==> config.mk <==
export PLATFORM = sky130hd
export DESIGN_NAME = mem_arbiter_adapter
export DESIGN_NICKNAME = d
export VERILOG_FILES = /design/src/rtl/mem_arbiter_adapter.sv
export SDC_FILE = /design/constraint.sdc
export NUM_CORES = 1
export LEC_CHECK = 0
export ABC_AREA = 0
export ABC_CLOCK_PERIOD_IN_PS = 2550
export BUFFER_PORTS_ARGS = -buffer_cell sky130_fd_sc_hd__buf_2
export CORE_AREA = 2 2 387 389
export CTS_CLUSTER_SIZE = 16
export DETAILED_ROUTE_END_ITERATION = 8
export DIE_AREA = 0 0 389 391
export HOLD_SLACK_MARGIN = 0.02
export PLACE_DENSITY = 0.53
export SLEW_MARGIN = 30
export SYNTH_ARGS = -nofsm -noshare
export SYNTH_HDL_FRONTEND = slang
export SYNTH_SLANG_ARGS = --single-unit
==> constraint.sdc <==
create_clock -name clk -period 2.55 [get_ports clk]
set_input_delay 0.3825 -clock clk [delete_from_list [all_inputs] [get_ports clk]]
set_output_delay 0.3825 -clock clk [all_outputs]
set_load 0.01 [all_outputs]
==> src/rtl/mem_arbiter_adapter.sv <==
// Arbitrates icache line reads and dcache line reads/writebacks onto one
// beat-serial physical memory port, assembling or splitting lines per beat.
module mem_arbiter_adapter #(
  parameter int LINE_W = 256,
  parameter int BEAT_W = 64
) (
  input  logic              clk,
  input  logic              rst,
  input  logic              i_read,
  input  logic [31:0]       i_address,
  output logic [LINE_W-1:0] i_rdata,
  output logic              i_resp,
  input  logic              d_read,
  input  logic              d_write,
  input  logic [31:0]       d_address,
  input  logic [LINE_W-1:0] d_wdata,
  output logic [LINE_W-1:0] d_rdata,
  output logic              d_resp,
  output logic [31:0]       pmem_address,
  output logic              pmem_read,
  output logic              pmem_write,
  output logic [BEAT_W-1:0] pmem_wdata,
  input  logic [BEAT_W-1:0] pmem_rdata,
  input  logic              pmem_resp
);

  localparam int BEATS   = LINE_W / BEAT_W;
  localparam int BEAT_CW = (BEATS > 1) ? $clog2(BEATS) : 1;
  localparam logic [BEAT_CW-1:0] LAST_BEAT = BEAT_CW'(BEATS - 1);
  localparam logic [31:0] ADDR_MASK = ~32'((LINE_W / 8) - 1);

  typedef enum logic [2:0] {IDLE, I_RD, D_RD, D_WR, DONE} state_e;

  state_e              state_q, state_d;
  logic [BEAT_CW-1:0]  beat_q, beat_d;
  logic [31:0]         addr_q, addr_d;
  logic [LINE_W-1:0]   wline_q, wline_d;
  logic [LINE_W-1:0]   i_line_q, i_line_d;
  logic [LINE_W-1:0]   d_line_q, d_line_d;
  logic                last_i_q, last_i_d;
  logic                gnt_i_q, gnt_i_d;

  logic                d_req;
  logic                grant_i;
  logic                i_fire;
  logic                d_fire;
  logic [BEAT_W-1:0]   wbeat [BEATS];

  assign d_req   = d_read | d_write;
  // On contention the side that did not win last time gets the bus.
  assign grant_i = i_read & (~d_req | ~last_i_q);
  assign i_fire  = pmem_resp & (state_q == I_RD);
  assign d_fire  = pmem_resp & (state_q == D_RD);

  // Each read beat lands directly in the requester's line register slice.
  generate
    for (genvar gi = 0; gi < BEATS; gi++) begin : g_beat
      assign i_line_d[gi*BEAT_W +: BEAT_W] = (i_fire && beat_q == BEAT_CW'(gi)) ?
                                             pmem_rdata : i_line_q[gi*BEAT_W +: BEAT_W];
      assign d_line_d[gi*BEAT_W +: BEAT_W] = (d_fire && beat_q == BEAT_CW'(gi)) ?
                                             pmem_rdata : d_line_q[gi*BEAT_W +: BEAT_W];
      assign wbeat[gi] = wline_q[gi*BEAT_W +: BEAT_W];
    end
  endgenerate

  always_ff @(posedge clk or negedge rst) begin
    if (!rst) begin
      state_q  <= IDLE;
      beat_q   <= '0;
      addr_q   <= '0;
      wline_q  <= '0;
      i_line_q <= '0;
      d_line_q <= '0;
      last_i_q <= 1'b1;
      gnt_i_q  <= 1'b0;
    end else begin
      state_q  <= state_d;
      beat_q   <= beat_d;
      addr_q   <= addr_d;
      wline_q  <= wline_d;
      i_line_q <= i_line_d;
      d_line_q <= d_line_d;
      last_i_q <= last_i_d;
      gnt_i_q  <= gnt_i_d;
    end
  end

  always_comb begin
    state_d  = state_q;
    beat_d   = beat_q;
    addr_d   = addr_q;
    wline_d  = wline_q;
    last_i_d = last_i_q;
    gnt_i_d  = gnt_i_q;
    case (state_q)
      IDLE: begin
        if (i_read || d_req) begin
          gnt_i_d  = grant_i;
          last_i_d = grant_i;
          beat_d   = '0;
          if (grant_i) begin
            state_d = I_RD;
            addr_d  = i_address & ADDR_MASK;
          end else begin
            addr_d = d_address & ADDR_MASK;
            if (d_write) begin
              state_d = D_WR;
              wline_d = d_wdata;
            end else begin
              state_d = D_RD;
            end
          end
        end
      end
      I_RD, D_RD, D_WR: begin
        if (pmem_resp) begin
          beat_d = beat_q + BEAT_CW'(1);
          if (beat_q == LAST_BEAT) begin
            state_d = DONE;
          end
        end
      end
      DONE:    state_d = IDLE;
      default: state_d = IDLE;
    endcase
  end

  always_comb begin
    pmem_address = '0;
    pmem_read    = 1'b0;
    pmem_write   = 1'b0;
    pmem_wdata   = '0;
    i_resp       = 1'b0;
    d_resp       = 1'b0;
    case (state_q)
      I_RD, D_RD: begin
        pmem_read    = 1'b1;
        pmem_address = addr_q;
      end
      D_WR: begin
        pmem_write   = 1'b1;
        pmem_address = addr_q;
        pmem_wdata   = wbeat[beat_q];
      end
      DONE: begin
        i_resp = gnt_i_q;
        d_resp = ~gnt_i_q;
      end
      default: ;
    endcase
  end

  assign i_rdata = i_line_q;
  assign d_rdata = d_line_q;

endmodule

; Yosys cells after proc, flatten, opt, wreduce, memory -nomap -nowiden
; Index checks and enable logic that the tools add are counted.
[op_classes]
n_addsub = 1
mul = 0
div = 0
order_cmp = 1
eq_ne = 10
shifts = 0
muxes = 19
bitwise_logic = 10
n_reduce_logical = 18
[ops]
columns = operator, count
row1 = 64-bit 2-to-1 mux, 3
row2 = 64-bit binary-select mux with 2-bit select, 1
row3 = 32-bit 2-to-1 mux, 2
row4 = 3-bit 2-to-1 mux, 3
row5 = 1-bit logical AND, 8
row6 = "3-bit by 2-bit == test with 1-bit output, second input constant", 2
row7 = 2-bit 2-to-1 mux, 3
row8 = 3-bit case mux with 2 select lines, 1
row9 = 3-bit AND reduction, 2
row10 = 1-bit 2-to-1 mux, 5
row11 = "2-bit == test, second input constant", 2
row12 = "2-bit by 1-bit inequality test with 1-bit output, second input constant", 2
row13 = 1-bit NOT, 4
row14 = 2-bit case mux with 2 select lines, 1
row15 = 4-bit AND reduction, 1
row16 = 1-bit AND, 3
row17 = "3-bit by 1-bit == test with 1-bit output, second input constant", 1
row18 = "3-bit == test, second input constant", 1
row19 = "3-bit greater-or-equal comparator, second input constant", 1
row20 = 3-bit zero test, 1
row21 = 2-bit NOT with 3-bit output, 1
row22 = 3-bit OR reduction, 1
row23 = "2-bit by 1-bit adder with 2-bit output, second input constant", 1
row24 = "2-bit by 1-bit == test with 1-bit output, second input constant", 1
row25 = other kinds (7), 8
[totals]
ff_bits = 807
latch_bits = 0
ram_bits = 0
mem_bits_ro = 0
input_bits = 390
out_inout_bits = 612
memories = 0

; Depth between registers and ports, before layout
[logic_depth]
depth_word = 7
ltp_mapped = 7
ltp_nobuf = 4

; Worst setup path before layout
; No wires, ideal clock.
[synth_path]
path_type = reg2reg
from = register beat_q[1]
to = register d_line_q[10] (netlist: d_rdata[10])
arrival_time_ns = 2.068
setup_slack_ns = 0.358
stages_incl_launch_ff = 8
period_less_slack_ns = 2.192
cell_sequence = dfrtp_1 > clkbuf_1 > clkbuf_1 > inv_1 > ha_1 > nand2_2 > buf_6 > mux2_2
[synth_between]
elab_chain_cells = 2
[synth_rtl]
columns = item, line_no
row1 = from (decl), 35  ; logic [BEAT_CW-1:0] beat_q, beat_d;
row2 = from (signal assigned), 78  ; beat_q <= beat_d;
row3 = 2-bit zero test, 60  ; assign d_line_d[gi*BEAT_W +: BEAT_W] = (d_fire && beat_q == BEAT_CW'(gi)) ?
row4 = 1-bit logical AND, 60
row5 = to (signal assigned), 82  ; d_line_q <= d_line_d;
row6 = to (decl), 39  ; logic [LINE_W-1:0] d_line_q, d_line_d;
; No other way between the ends.
; A chain may end at the register's enable or synchronous reset.

; Final worst setup path
[layout_path]
from = register beat_q[0]
to = output pmem_wdata[4]
[layout_between]
elab_chain_cells = 5
[layout_rtl]
columns = item, line_no
row1 = 2-bit NOT with 3-bit output (not written as such), 143  ; pmem_wdata = wbeat[beat_q];
row2 = 64-bit binary-select mux with 2-bit select, 143
row3 = 64-bit 2-to-1 mux (not written as such) (2 in series), 143
row4 = 64-bit 2-to-1 mux, 135  ; case (state_q)
row5 = to (decl), 22  ; output logic [BEAT_W-1:0] pmem_wdata,
; No other way between the ends. The select of a mux whose other input is x is not followed.

==> impl_metrics.env <==
export IMPL_ys_seq_area_frac=0.616
export IMPL_synth_cells=2011
export IMPL_path_clk_slew_ns=0.07
export IMPL_via_per_inst=4.20
export IMPL_synth_distinct_cells=38
export IMPL_tritoncts="yes"
export IMPL_failed_checks="negative setup slack"
export IMPL_power_frac_seq=0.371
export IMPL_cp_common_cell="buf_12"
export IMPL_via_count=23000
export IMPL_power_switching_w=0.0205
export IMPL_synth_edf_count=0
export IMPL_root_buffer="clkbuf_16"
export IMPL_start_util=0.219
export IMPL_yosysTopAreaCell="dfrtp_1"
export IMPL_drt_iter0_drc=920
export IMPL_setup_worst_path_start="beat_q[0]"
export IMPL_io_buffers=986
export IMPL_timing_final_crit_period_ns=2.76
export IMPL_worst_path_max_fanout=8
export IMPL_dp_hpwl_um=88200
export IMPL_fin_crit_sh=1.08
export IMPL_nets=3838
export IMPL_gp_congestion=0.824
export IMPL_fp_dieW_um=389
export IMPL_swShare=0.344
export IMPL_wl_per_cell_um=22.0
export IMPL_slowest_delay_ns=0.51
export IMPL_ys_ff_latch=802
export IMPL_p_per_area_nw_per_um2=1250
export IMPL_synth_compound_area_frac=0.0156
export IMPL_crit_chain="buf_12 -> buf_12 -> buf_16 -> mux4_2 -> nor2b_4 -> buf_6"
export IMPL_grt_overflow_total=0
export IMPL_die_area_um2=152000
export IMPL_synth_mux_area_fraction=0.311
export IMPL_ctsLongestPathBuffers=3
export IMPL_setup_viol=64
export IMPL_first_pass_iters=4
export IMPL_min_path_type="in -> reg"
export IMPL_design_core_area_um2=149000
export IMPL_async_reset_ff_frac=1.00
export IMPL_synth_commonest_cells="801 x dfrtp_1, 397 x mux2_2, 373 x mux2_1"
export IMPL_vdd_drop_max_mv=0.628
export IMPL_fmax_mhz=362
export IMPL_clockPowerShare=0.227
export IMPL_p_comb_frac=0.402
export IMPL_synth_top_area_share=0.616
export IMPL_clock_sinks=802
export IMPL_yosys_most_used_dff="dfrtp_1"
export IMPL_whs_ns=0.0939
export IMPL_slowest_stage="mux4_2"
export IMPL_critPathLaunchType="flip-flop"
export IMPL_drc_errors=0
export IMPL_setup_tns_ns=-7.92
export IMPL_synthToLayoutAreaGrowth_pct=46.8
export IMPL_yosys_area_share_xor_xnor=0.000269
export IMPL_worstPathRequired_ns=2.17
export IMPL_synthTopCellsByArea="dfrtp_1 62%, mux2_2 14%, mux2_1 13%, mux4_2 4.4%, buf_6 1.3%"
export IMPL_synth_area_um2=32600
export IMPL_path_buf_inv=4
export IMPL_antenna_found_initial=25
export IMPL_fp_dieH_um=391
export IMPL_power_leakage_nw=22.7
export IMPL_status="finished, violations left"
export IMPL_worstSetupPathType="reg -> out"
export IMPL_setup_slack_ns=-0.211
export IMPL_reg2reg_from="state_q[1]"
export IMPL_hold_path_startpoint="pmem_rdata[53]"
export IMPL_grt_pass1_wl_um=171000
export IMPL_rsz0062_at_grt="yes"
export IMPL_crit_family="buffers and inverters"
export IMPL_worst_pin_slew_ns=0.632
export IMPL_endpoint_kind="output pin"
export IMPL_numCtsBuffers=92
export IMPL_synth_top_family_by_area="multiplexers"
export IMPL_intPower_w=0.0391
export IMPL_drive_above_1_share=0.504
export IMPL_drtAntennaViolNets=0
export IMPL_ios=1002
export IMPL_syn_area_per_cell_um2=16.2
export IMPL_wirelength_um=121000
export IMPL_yosysMostFrequentCell="dfrtp_1"
export IMPL_grt_max_degree=85
export IMPL_finalHoldViolCount=0
export IMPL_timing_slew_headroom=0.579
export IMPL_cap_violations=0
export IMPL_h_tree_depth=3
export IMPL_synthAdderAreaFrac=0.00154
export IMPL_cp_arrival_ns=2.38
export IMPL_clk_latency_ns=0.71
export IMPL_grt_pass1_vias=24300
export IMPL_row_count=142
export IMPL_drv_slew=0
export IMPL_grt_util_all_layers=0.153
export IMPL_yosys_area_share_simple=0.0276
export IMPL_yosysWarnings=0
export IMPL_fin_skew_ns=0.0548
[power groups by stage]
stage	Clock (W)	Combinational (W)	Sequential, W
after floorplan	0	0.0102	0.0234
after global placement	0	0.0215	0.0221
after detailed placement	0	0.0217	0.0224
after CTS	0.0140	0.0238	0.0221
after global routing	0.0145	0.0256	0.0229
final	0.0136	0.0240	0.0221
[layout by cell type (no fill, tap or decap), types with 5 or more instances in the layout]
cell / instances
bufinv_16: 5
nand3_1: 27
conb_1: 5
clkinv_2: 16
dfrtp_1: 797
mux2_1: 373
buf_2: 949
dlygate4sd3_1: 349
buf_16: 8
clkbuf_8: 20
o21ai_0: 29
a21oi_1: 28
clkbuf_16: 95
nor2b_4: 28
buf_12: 32
a31oi_1: 27
mux4_2: 64
mux2_2: 397
clkbuf_1: 21
buf_4: 84
and2_1: 27
buf_6: 34
nand2_4: 8
diode_2: 12
nor2b_1: 32
[stage by stage]
| stage | util | area, um2 | power [W] | worst slack (ns) | std cells |
|---|---|---|---|---|---|
| 2_1_floorplan | - | 32600 | 0.0336 | 0.358 | 2015 |
| 3_3_place_gp | 0.271 | 40300 | 0.0436 | 0.234 | 4924 |
| 3_5_place_dp | 0.271 | 40300 | 0.0441 | 0.232 | 4924 |
| 4_1_cts | 0.320 | 47500 | 0.0598 | -0.315 | 5455 |
| 5_1_grt | 0.322 | 47800 | 0.0629 | -0.329 | 5472 |
| 6_report | 0.322 | 47800 | 0.0596 | -0.211 | 5473 |
[cell families (layout without fill, tap and decap cells)]
| group | after synthesis | after routing |
|---|---|---|
| buf+inv | 133 | 1634 |
| mux | 834 | 834 |
| flops | 802 | 802 |
| compound gates | 91 | 92 |
| fa+ha+maj | 4 | 4 |
| xor+xnor | 1 | 1 |
| simple gates | 145 | 145 |
| other cells | 1 | 17 |
[area by class of cell]
| cell class | count | area, um2 |
|---|---|---|
| well taps | 1944 | 2430 |
| inverters | 4 | 15.0 |
| flip-flops and latches | 802 | 20100 |
| multi-input cells | 1081 | 11900 |
| clock inverters | 34 | 450 |
| diodes | 12 | 30.0 |
| repair buffers | 1463 | 10300 |
| clock buffers | 133 | 2660 |
| fillers | 14900 | 101000 |
[worst paths after layout]
path / slack (ns) / end / cells after the start
max: -0.21 / pmem_wdata[4] / 6
min: 0.09 / i_rdata[117] / 2
max reg2reg: 0.28 / i_rdata[95] / 4
min reg2reg: 0.48 / i_rdata[222] / 1
max in group asynchronous: 1.37 / d_rdata[79] / 4
min in group asynchronous: 0.18 / d_rdata[88] / 2
[flip-flops by register name, summed over array words and instances (netlist names)]
signal	flops
addr_q	27
beat_q	2
d_rdata	256
gnt_i_q	1
i_rdata	256
last_i_q	1
state_q	3
wline_q	256
[repair_timing]
item / 4_1_cts / 5_1_grt
gates resized for setup: 83 / 47
cloned: 7 / 5
hold buffers: 349 / 0
setup buffers: 10 / 2
setup endpoints to repair: 91 / 67
hold endpoints to repair: 780 / 0
[layer usage]
metal  GRT usage  up-vias  share of wire  wire, um
li1            -    10100              -         -
met1       0.180    11800           0.40     48300
met2       0.262      791           0.49     59200
met3      0.0439      220          0.066      7950
met4      0.0643        8          0.042      5080
met5           0        -        0.00038        46
Power figures use the tool's default switching activity.
